[config.mk]
export PLATFORM = sky130hd
export DESIGN_NAME = fetch_ctl_flat
export DESIGN_NICKNAME = d
export VERILOG_FILES = /design/src/rtl/fetch_ctl_if.sv /design/src/rtl/fetch_ctl.sv /design/src/flat_wrapper.sv
export SDC_FILE = /design/constraint.sdc
export NUM_CORES = 1
export LEC_CHECK = 0
export CORE_AREA = 2 2 183 185
export CTS_CLUSTER_SIZE = 40
export DETAILED_ROUTE_END_ITERATION = 10
export DIE_AREA = 0 0 185 187
export PLACE_DENSITY = 0.73
export SYNTH_ARGS = -nofsm -noshare
export SYNTH_HDL_FRONTEND = slang
export SYNTH_SLANG_ARGS = --single-unit
[constraint.sdc]
create_clock -name clk -period 3.3 [get_ports clk]
set_input_delay 0.33 -clock clk [delete_from_list [all_inputs] [get_ports clk]]
set_output_delay 0.33 -clock clk [all_outputs]
set_load 0.05 [all_outputs]
[src/rtl/fetch_ctl_if.sv]
// Fetch controller bus bundle: fetch control, I-cache request/response,
// branch prediction and ibuf push signals. master = fetch_ctl side.
interface fetch_ctl_if #(
  parameter int VA_SIZE = 64
);
  logic               fetch_en;
  logic               redirect;
  logic [VA_SIZE-1:0] redirect_pc;

  logic               ic_req;
  logic [VA_SIZE-1:0] ic_req_pc;
  logic               ic_ack;
  logic               ic_rsp_vld;
  logic [31:0]        ic_rsp_opc_a;
  logic [31:0]        ic_rsp_opc_b;

  logic               bp_taken_a;
  logic               bp_taken_b;
  logic [VA_SIZE-1:0] bp_target;

  logic               can_accept_1;
  logic               can_accept_2;
  logic               push_a;
  logic               push_b;
  logic [VA_SIZE-1:0] instn_pc_a_if;
  logic [VA_SIZE-1:0] instn_pc_b_if;
  logic [31:0]        instn_opcode_a_if;
  logic [31:0]        instn_opcode_b_if;
  logic               instn_pr_taken_a_if;
  logic               instn_pr_taken_b_if;
  logic               ibuf_clear;

  modport master (
    input  fetch_en, redirect, redirect_pc,
    input  ic_ack, ic_rsp_vld, ic_rsp_opc_a, ic_rsp_opc_b,
    input  bp_taken_a, bp_taken_b, bp_target,
    input  can_accept_1, can_accept_2,
    output ic_req, ic_req_pc,
    output push_a, push_b,
    output instn_pc_a_if, instn_pc_b_if,
    output instn_opcode_a_if, instn_opcode_b_if,
    output instn_pr_taken_a_if, instn_pr_taken_b_if,
    output ibuf_clear
  );

  modport slave (
    output fetch_en, redirect, redirect_pc,
    output ic_ack, ic_rsp_vld, ic_rsp_opc_a, ic_rsp_opc_b,
    output bp_taken_a, bp_taken_b, bp_target,
    output can_accept_1, can_accept_2,
    input  ic_req, ic_req_pc,
    input  push_a, push_b,
    input  instn_pc_a_if, instn_pc_b_if,
    input  instn_opcode_a_if, instn_opcode_b_if,
    input  instn_pr_taken_a_if, instn_pr_taken_b_if,
    input  ibuf_clear
  );
endinterface

[src/rtl/fetch_ctl.sv]
// Instruction fetch sequencer: one aligned pair request at a time, trims the
// returned pair for entry alignment / taken predictions and pushes into ibuf.
module fetch_ctl #(
  parameter int                 VA_SIZE  = 64,
  parameter logic [VA_SIZE-1:0] RESET_PC = '0
) (
  input logic         clk,
  input logic         reset,
  fetch_ctl_if.master bus
);

  typedef enum logic [1:0] {
    REQ   = 2'd0,
    WAIT  = 2'd1,
    PUSH  = 2'd2,
    DRAIN = 2'd3
  } state_t;

  localparam logic [VA_SIZE-1:0] PAIR_MASK  = VA_SIZE'(7);
  localparam logic [VA_SIZE-1:0] PAIR_BYTES = VA_SIZE'(8);
  localparam logic [VA_SIZE-1:0] WORD_BYTES = VA_SIZE'(4);

  state_t             state_q, state_d;
  logic [VA_SIZE-1:0] fetch_pc;
  logic [VA_SIZE-1:0] pair_base;

  logic [VA_SIZE-1:0] hold_base;
  logic [VA_SIZE-1:0] hold_next;
  logic [31:0]        hold_opc_a, hold_opc_b;
  logic               hold_tk_a, hold_tk_b;
  logic               hold_va, hold_vb;

  logic               rsp_va, rsp_vb, rsp_taken;
  logic [VA_SIZE-1:0] rsp_next;
  logic               capture, fire, two_slots;

  assign pair_base     = fetch_pc & ~PAIR_MASK;
  assign bus.ic_req_pc = pair_base;

  // Slot A is skipped when entering on the upper word; slot B dies behind a taken A.
  assign rsp_va    = ~fetch_pc[2];
  assign rsp_vb    = ~(rsp_va & bus.bp_taken_a);
  assign rsp_taken = (rsp_va & bus.bp_taken_a) | (rsp_vb & bus.bp_taken_b);
  assign rsp_next  = rsp_taken ? bus.bp_target : pair_base + PAIR_BYTES;
  assign two_slots = hold_va & hold_vb;

  always_ff @(posedge clk) begin
    if (reset) begin
      state_q    <= REQ;
      fetch_pc   <= RESET_PC;
      hold_base  <= '0;
      hold_next  <= '0;
      hold_opc_a <= '0;
      hold_opc_b <= '0;
      hold_tk_a  <= 1'b0;
      hold_tk_b  <= 1'b0;
      hold_va    <= 1'b0;
      hold_vb    <= 1'b0;
    end else begin
      state_q <= state_d;
      if (bus.redirect) begin
        fetch_pc <= bus.redirect_pc;
      end else if (fire) begin
        fetch_pc <= hold_next;
      end
      if (capture) begin
        hold_base  <= pair_base;
        hold_next  <= rsp_next;
        hold_opc_a <= bus.ic_rsp_opc_a;
        hold_opc_b <= bus.ic_rsp_opc_b;
        hold_tk_a  <= bus.bp_taken_a;
        hold_tk_b  <= bus.bp_taken_b;
        hold_va    <= rsp_va;
        hold_vb    <= rsp_vb;
      end
    end
  end

  // Reset and redirect both silence every request and push in their cycle.
  always_comb begin
    state_d                 = state_q;
    capture                 = 1'b0;
    fire                    = 1'b0;
    bus.ic_req              = 1'b0;
    bus.push_a              = 1'b0;
    bus.push_b              = 1'b0;
    bus.instn_pc_a_if       = '0;
    bus.instn_pc_b_if       = '0;
    bus.instn_opcode_a_if   = '0;
    bus.instn_opcode_b_if   = '0;
    bus.instn_pr_taken_a_if = 1'b0;
    bus.instn_pr_taken_b_if = 1'b0;
    bus.ibuf_clear          = 1'b0;

    if (!reset) begin
      if (bus.redirect) begin
        bus.ibuf_clear = 1'b1;
        case (state_q)
          REQ:     state_d = bus.ic_ack     ? DRAIN : REQ;
          WAIT:    state_d = bus.ic_rsp_vld ? REQ   : DRAIN;
          PUSH:    state_d = REQ;
          DRAIN:   state_d = bus.ic_rsp_vld ? REQ   : DRAIN;
          default: state_d = REQ;
        endcase
      end else begin
        case (state_q)
          REQ: begin
            bus.ic_req = bus.fetch_en;
            if (bus.fetch_en && bus.ic_ack) state_d = WAIT;
          end
          WAIT: begin
            if (bus.ic_rsp_vld) begin
              capture = 1'b1;
              state_d = PUSH;
            end
          end
          PUSH: begin
            if (two_slots ? bus.can_accept_2 : bus.can_accept_1) begin
              fire       = 1'b1;
              bus.push_a = 1'b1;
              state_d    = REQ;
              if (hold_va) begin
                bus.instn_pc_a_if       = hold_base;
                bus.instn_opcode_a_if   = hold_opc_a;
                bus.instn_pr_taken_a_if = hold_tk_a;
              end else begin
                bus.instn_pc_a_if       = hold_base + WORD_BYTES;
                bus.instn_opcode_a_if   = hold_opc_b;
                bus.instn_pr_taken_a_if = hold_tk_b;
              end
              if (two_slots) begin
                bus.push_b              = 1'b1;
                bus.instn_pc_b_if       = hold_base + WORD_BYTES;
                bus.instn_opcode_b_if   = hold_opc_b;
                bus.instn_pr_taken_b_if = hold_tk_b;
              end
            end
          end
          DRAIN: begin
            if (bus.ic_rsp_vld) state_d = REQ;
          end
          default: state_d = REQ;
        endcase
      end
    end
  end

endmodule

[src/flat_wrapper.sv]
// flat-port wrapper written by rule: the top's interface ports become plain ports
module fetch_ctl_flat 
#(
  parameter int                 VA_SIZE  = 64,
  parameter logic [VA_SIZE-1:0] RESET_PC = '0
)
  (clk, reset, bus_fetch_en, bus_redirect, bus_redirect_pc, bus_ic_ack, bus_ic_rsp_vld, bus_ic_rsp_opc_a, bus_ic_rsp_opc_b, bus_bp_taken_a, bus_bp_taken_b, bus_bp_target, bus_can_accept_1, bus_can_accept_2, bus_ic_req, bus_ic_req_pc, bus_push_a, bus_push_b, bus_instn_pc_a_if, bus_instn_pc_b_if, bus_instn_opcode_a_if, bus_instn_opcode_b_if, bus_instn_pr_taken_a_if, bus_instn_pr_taken_b_if, bus_ibuf_clear);
  fetch_ctl_if #(.VA_SIZE(VA_SIZE)) bus_i ();
  input logic clk;
  input logic reset;
  input wire logic [$bits(bus_i.fetch_en)-1:0] bus_fetch_en;
  input wire logic [$bits(bus_i.redirect)-1:0] bus_redirect;
  input wire logic [$bits(bus_i.redirect_pc)-1:0] bus_redirect_pc;
  input wire logic [$bits(bus_i.ic_ack)-1:0] bus_ic_ack;
  input wire logic [$bits(bus_i.ic_rsp_vld)-1:0] bus_ic_rsp_vld;
  input wire logic [$bits(bus_i.ic_rsp_opc_a)-1:0] bus_ic_rsp_opc_a;
  input wire logic [$bits(bus_i.ic_rsp_opc_b)-1:0] bus_ic_rsp_opc_b;
  input wire logic [$bits(bus_i.bp_taken_a)-1:0] bus_bp_taken_a;
  input wire logic [$bits(bus_i.bp_taken_b)-1:0] bus_bp_taken_b;
  input wire logic [$bits(bus_i.bp_target)-1:0] bus_bp_target;
  input wire logic [$bits(bus_i.can_accept_1)-1:0] bus_can_accept_1;
  input wire logic [$bits(bus_i.can_accept_2)-1:0] bus_can_accept_2;
  output wire logic [$bits(bus_i.ic_req)-1:0] bus_ic_req;
  output wire logic [$bits(bus_i.ic_req_pc)-1:0] bus_ic_req_pc;
  output wire logic [$bits(bus_i.push_a)-1:0] bus_push_a;
  output wire logic [$bits(bus_i.push_b)-1:0] bus_push_b;
  output wire logic [$bits(bus_i.instn_pc_a_if)-1:0] bus_instn_pc_a_if;
  output wire logic [$bits(bus_i.instn_pc_b_if)-1:0] bus_instn_pc_b_if;
  output wire logic [$bits(bus_i.instn_opcode_a_if)-1:0] bus_instn_opcode_a_if;
  output wire logic [$bits(bus_i.instn_opcode_b_if)-1:0] bus_instn_opcode_b_if;
  output wire logic [$bits(bus_i.instn_pr_taken_a_if)-1:0] bus_instn_pr_taken_a_if;
  output wire logic [$bits(bus_i.instn_pr_taken_b_if)-1:0] bus_instn_pr_taken_b_if;
  output wire logic [$bits(bus_i.ibuf_clear)-1:0] bus_ibuf_clear;
  assign bus_i.fetch_en = bus_fetch_en;
  assign bus_i.redirect = bus_redirect;
  assign bus_i.redirect_pc = bus_redirect_pc;
  assign bus_i.ic_ack = bus_ic_ack;
  assign bus_i.ic_rsp_vld = bus_ic_rsp_vld;
  assign bus_i.ic_rsp_opc_a = bus_ic_rsp_opc_a;
  assign bus_i.ic_rsp_opc_b = bus_ic_rsp_opc_b;
  assign bus_i.bp_taken_a = bus_bp_taken_a;
  assign bus_i.bp_taken_b = bus_bp_taken_b;
  assign bus_i.bp_target = bus_bp_target;
  assign bus_i.can_accept_1 = bus_can_accept_1;
  assign bus_i.can_accept_2 = bus_can_accept_2;
  assign bus_ic_req = bus_i.ic_req;
  assign bus_ic_req_pc = bus_i.ic_req_pc;
  assign bus_push_a = bus_i.push_a;
  assign bus_push_b = bus_i.push_b;
  assign bus_instn_pc_a_if = bus_i.instn_pc_a_if;
  assign bus_instn_pc_b_if = bus_i.instn_pc_b_if;
  assign bus_instn_opcode_a_if = bus_i.instn_opcode_a_if;
  assign bus_instn_opcode_b_if = bus_i.instn_opcode_b_if;
  assign bus_instn_pr_taken_a_if = bus_i.instn_pr_taken_a_if;
  assign bus_instn_pr_taken_b_if = bus_i.instn_pr_taken_b_if;
  assign bus_ibuf_clear = bus_i.ibuf_clear;
  fetch_ctl #(.VA_SIZE(VA_SIZE), .RESET_PC(RESET_PC)) u_core (.clk(clk), .reset(reset), .bus(bus_i));
endmodule
==> flow_metrics.env <==
export IMPL_rsz0062_at_grt="false"
export IMPL_startpoint_type="flop"
export IMPL_synth_seq_cells=255
export IMPL_clock_sinks=255
export IMPL_antenna_found_initial=4
export IMPL_slew_headroom=0.349
export IMPL_htree_num_levels=1
export IMPL_crit_type="reg2out"
export IMPL_drc=0
export IMPL_grt_max_degree=137
export IMPL_numCtsBuffers=30
export IMPL_clk_pin_slew_worst_paths_ns=0.06
export IMPL_cts_tree="yes"
export IMPL_core_area_um2=32900
export IMPL_fp_dieH_um=187
export IMPL_drive_above_1_share=0.143
export IMPL_r2r_slack_ns=0.49
export IMPL_critPathSlowestCell="a21boi_0"
export IMPL_root_buffer="clkbuf_16"
export IMPL_crit_end="bus_instn_pc_a_if[62]"
export IMPL_postCtsSetupBuffers=0
export IMPL_max_stage_delay_ns=0.58
export IMPL_fin_tns_setup_ns=0
export IMPL_drt_iter0_drc=941
export IMPL_setup_viol=0
export IMPL_gr_total_overflow=0
export IMPL_fin_hold_ws_ns=0.327
export IMPL_critPathLaunch="u_core.hold_va$_SDFFE_PP0P_"
export IMPL_rr_worst_depth=7
export IMPL_fin_ws_ns=0.144
export IMPL_cp_max_fo=46
export IMPL_start_util=0.400
export IMPL_crit_cells=8
export IMPL_ys_warn_count=0
export IMPL_track_usage=0.263
export IMPL_port_buffers=452
export IMPL_routed_wl_met2_um=22900
export IMPL_clk_path_buf_depth=3
export IMPL_vias=13389
export IMPL_crit_buf_inv=4
export IMPL_dr_wl_met3_um=3510
export IMPL_cpMostUsedCell="buf_4"
export IMPL_intPower_mw=5.72
export IMPL_die_x_um=185
export IMPL_fillers=2914
export IMPL_async_reset_ff_frac=0
export IMPL_cts_resized=0
export IMPL_p_sw_mw=1.94
export IMPL_fmax_mhz=317
export IMPL_wirelength_um=47200
export IMPL_max_cap_violations=0
export IMPL_io_pins=464
export IMPL_switching_share=0.253
export IMPL_cts_hold_buf=0
export IMPL_path_delay_family="buffers and inverters"
export IMPL_fin_crit_sh=0.956
export IMPL_seq_area_frac_synth=0.388
export IMPL_avgSynthCellArea_um2=7.52
export IMPL_min_period_ns=3.16
export IMPL_yosys_most_used_dff="dfxtp_1"
export IMPL_wl_met1_um=19100
export IMPL_wl_per_cell_um=18.6
export IMPL_p_per_area_nw_per_um2=394
export IMPL_worstPathRequired_ns=2.97
export IMPL_num_rows=67
export IMPL_place_ws_ns=0.433
export IMPL_dp_cells=2488
export IMPL_slew_viol_final=0
export IMPL_die_area_um2=34600
export IMPL_top_layer_used="met4"
export IMPL_power_frac_comb=0.121
export IMPL_power_mw=7.66
export IMPL_hold_viol=0
export IMPL_place_gp_congestion=0.860
export IMPL_dpl_hpwl_um=32800
export IMPL_fin_cells=2544
export IMPL_rr_endpoint="u_core.hold_next[49]$_SDFFE_PP0P_"
export IMPL_ant_nets=0
export IMPL_synthDistinctLibCells=50
export IMPL_seqCellArea_um2=5110
export IMPL_clock_skew_ns=0.0121
export IMPL_clkLatencyLatePin_ns=0.55
export IMPL_syn_to_final_growth_pct=47.7
export IMPL_nNetsFinal=2275
export IMPL_synthCells=1751
export IMPL_critPathArrivalTime_ns=2.83
export IMPL_hp_class="in2reg"
export IMPL_outcome="completed"
export IMPL_worstMarginPinSlew_ns=0.976
export IMPL_rr_startpoint="u_core.fetch_pc[4]$_SDFFE_PP0P_"
export IMPL_synth_edf_count=0
export IMPL_grt_pass1_vias=12914
export IMPL_multi_input_area_um2=7030
export IMPL_worst_setup_path_end_kind="output port"
export IMPL_seqPwrFrac=0.426
export IMPL_firstDrtPassIters=5
export IMPL_grt_pass1_wl_um=72900
export IMPL_path_cells="buf_4, nand2_1, a21boi_0, or2_4, inv_4, buf_12, and2_1, buf_4"
export IMPL_p_leak_nw=6.91
export IMPL_peakVddDrop_v=0.000348
export IMPL_vias_per_cell=5.26
export IMPL_syn_area_um2=13200
export IMPL_clkPwrFrac=0.453
per-layer routing:
metal,GRT usage,up-vias
met3,0.0541,97
met2,0.447,527
met5,0,-
met1,0.329,6323
met4,0.0943,0
li1,-,6442
metrics by stage:
stage	utilization	area (um^2)
finish	0.591	19400
global route	0.591	19400
CTS	0.591	19400
detailed placement	0.559	18400
global placement	0.559	18400
floorplan	-	13200
worst min-delay path by stage:
stage	from	endpoint	slack, ns	depth (start not counted)
after CTS	bus_ic_rsp_opc_a[10]	u_core.hold_opc_a[10]$_SDFFE_PP0P_	0.30	3
after global routing	bus_ic_rsp_opc_b[14]	u_core.hold_opc_b[14]$_SDFFE_PP0P_	0.32	3
after detailed placement	u_core.fetch_pc[2]$_SDFFE_PP0P_	u_core.hold_va$_SDFFE_PP0P_	0.44	1
after global placement	u_core.fetch_pc[2]$_SDFFE_PP0P_	u_core.hold_va$_SDFFE_PP0P_	0.43	1
final	bus_ic_rsp_opc_a[10]	u_core.hold_opc_a[10]$_SDFFE_PP0P_	0.33	3
after floorplan	u_core.hold_next[63]$_SDFFE_PP0P_	u_core.fetch_pc[63]$_SDFFE_PP0P_	0.43	2
cells in the mapped netlist, types with 3 or more instances:
cell type | count | area share
nand2_1 | 409 | 0.12
dfxtp_1 | 255 | 0.39
a21oi_1 | 199 | 0.076
and2_1 | 162 | 0.077
clkbuf_1 | 131 | 0.037
nor2_1 | 109 | 0.031
buf_4 | 69 | 0.039
a21o_1 | 46 | 0.026
mux2i_1 | 35 | 0.027
xnor2_1 | 35 | 0.023
a22oi_1 | 29 | 0.017
o22ai_1 | 27 | 0.013
nand3_1 | 26 | 0.0099
nor3b_1 | 25 | 0.014
a221oi_1 | 24 | 0.016
nand4_1 | 22 | 0.010
xor2_1 | 22 | 0.015
nor3_1 | 19 | 0.0072
o21ai_0 | 16 | 0.0061
a211oi_1 | 13 | 0.0074
and3_1 | 10 | 0.0048
nor4_1 | 9 | 0.0043
inv_1 | 8 | 0.0023
and4_1 | 5 | 0.0033
buf_1 | 5 | 0.0014
buf_2 | 5 | 0.0019
nor2b_1 | 4 | 0.0019
a211o_1 | 3 | 0.0020
nand3b_1 | 3 | 0.0017
layout make-up:
| cell class | count | area share |
|---|---|---|
| sequential | 255 | 0.263 |
| inverter | 9 | 0.00187 |
| multi-input combinational | 1283 | 0.362 |
| clock inverter | 8 | 0.00625 |
| tap | 448 | 0.0288 |
| antenna | 3 | 0.000386 |
| timing repair buffer | 493 | 0.291 |
| clock buffer | 45 | 0.0473 |
worst register-to-register path, cell delays in order (launching register included):
cell and delay (ns):
dfxtp_1 0.42, ha_1 0.35, nand4_4 0.19, nor4_4 0.57
nand4_4 0.26, or4_1 0.53, a31o_1 0.23, a211oi_2 0.20
power by group through the flow:
stage	sequential, mW	combinational (mW)	clock [mW]
global placement	3.32	0.913	0
global route	3.28	0.988	3.64
finish	3.26	0.925	3.47
floorplan	3.29	0.558	0
CTS	3.26	0.927	3.52
detailed placement	3.33	0.921	0
cell families after synthesis:
kind of cell	count (synthesis)	share of synthesized area
and+or+nand+nor	816	0.294
AOI/OAI and AO/OA	367	0.170
DFF	255	0.388
buffers and inverters	219	0.0826
xor gates and xnor gates	57	0.0379
muxes	35	0.0266
adders and majority gates	1	0.000951
other	1	0.000285
state kept, by name, summed over array words and instances (netlist names):
register and count:
u_core.hold_vb 1, u_core.state_q 2, u_core.hold_tk_a 1, u_core.hold_opc_a 32, u_core.hold_tk_b 1, u_core.hold_next 62
u_core.hold_va 1, u_core.hold_opc_b 32, u_core.fetch_pc 62, u_core.hold_base 61
placed cells by master, fill, tap and decap left out, types with 24 or more instances in the layout:
cell type / instances
a21o_1: 46
a21oi_1: 199
a221oi_1: 24
a22oi_1: 29
and2_1: 162
buf_12: 104
buf_4: 130
clkbuf_16: 31
clkdlybuf4s50_1: 258
dfxtp_1: 254
mux2i_1: 35
nand2_1: 409
nand3_1: 26
nor2_1: 105
nor3b_1: 25
o22ai_1: 27
xnor2_1: 35
Note: power is estimated with default switching activity, not from simulation.
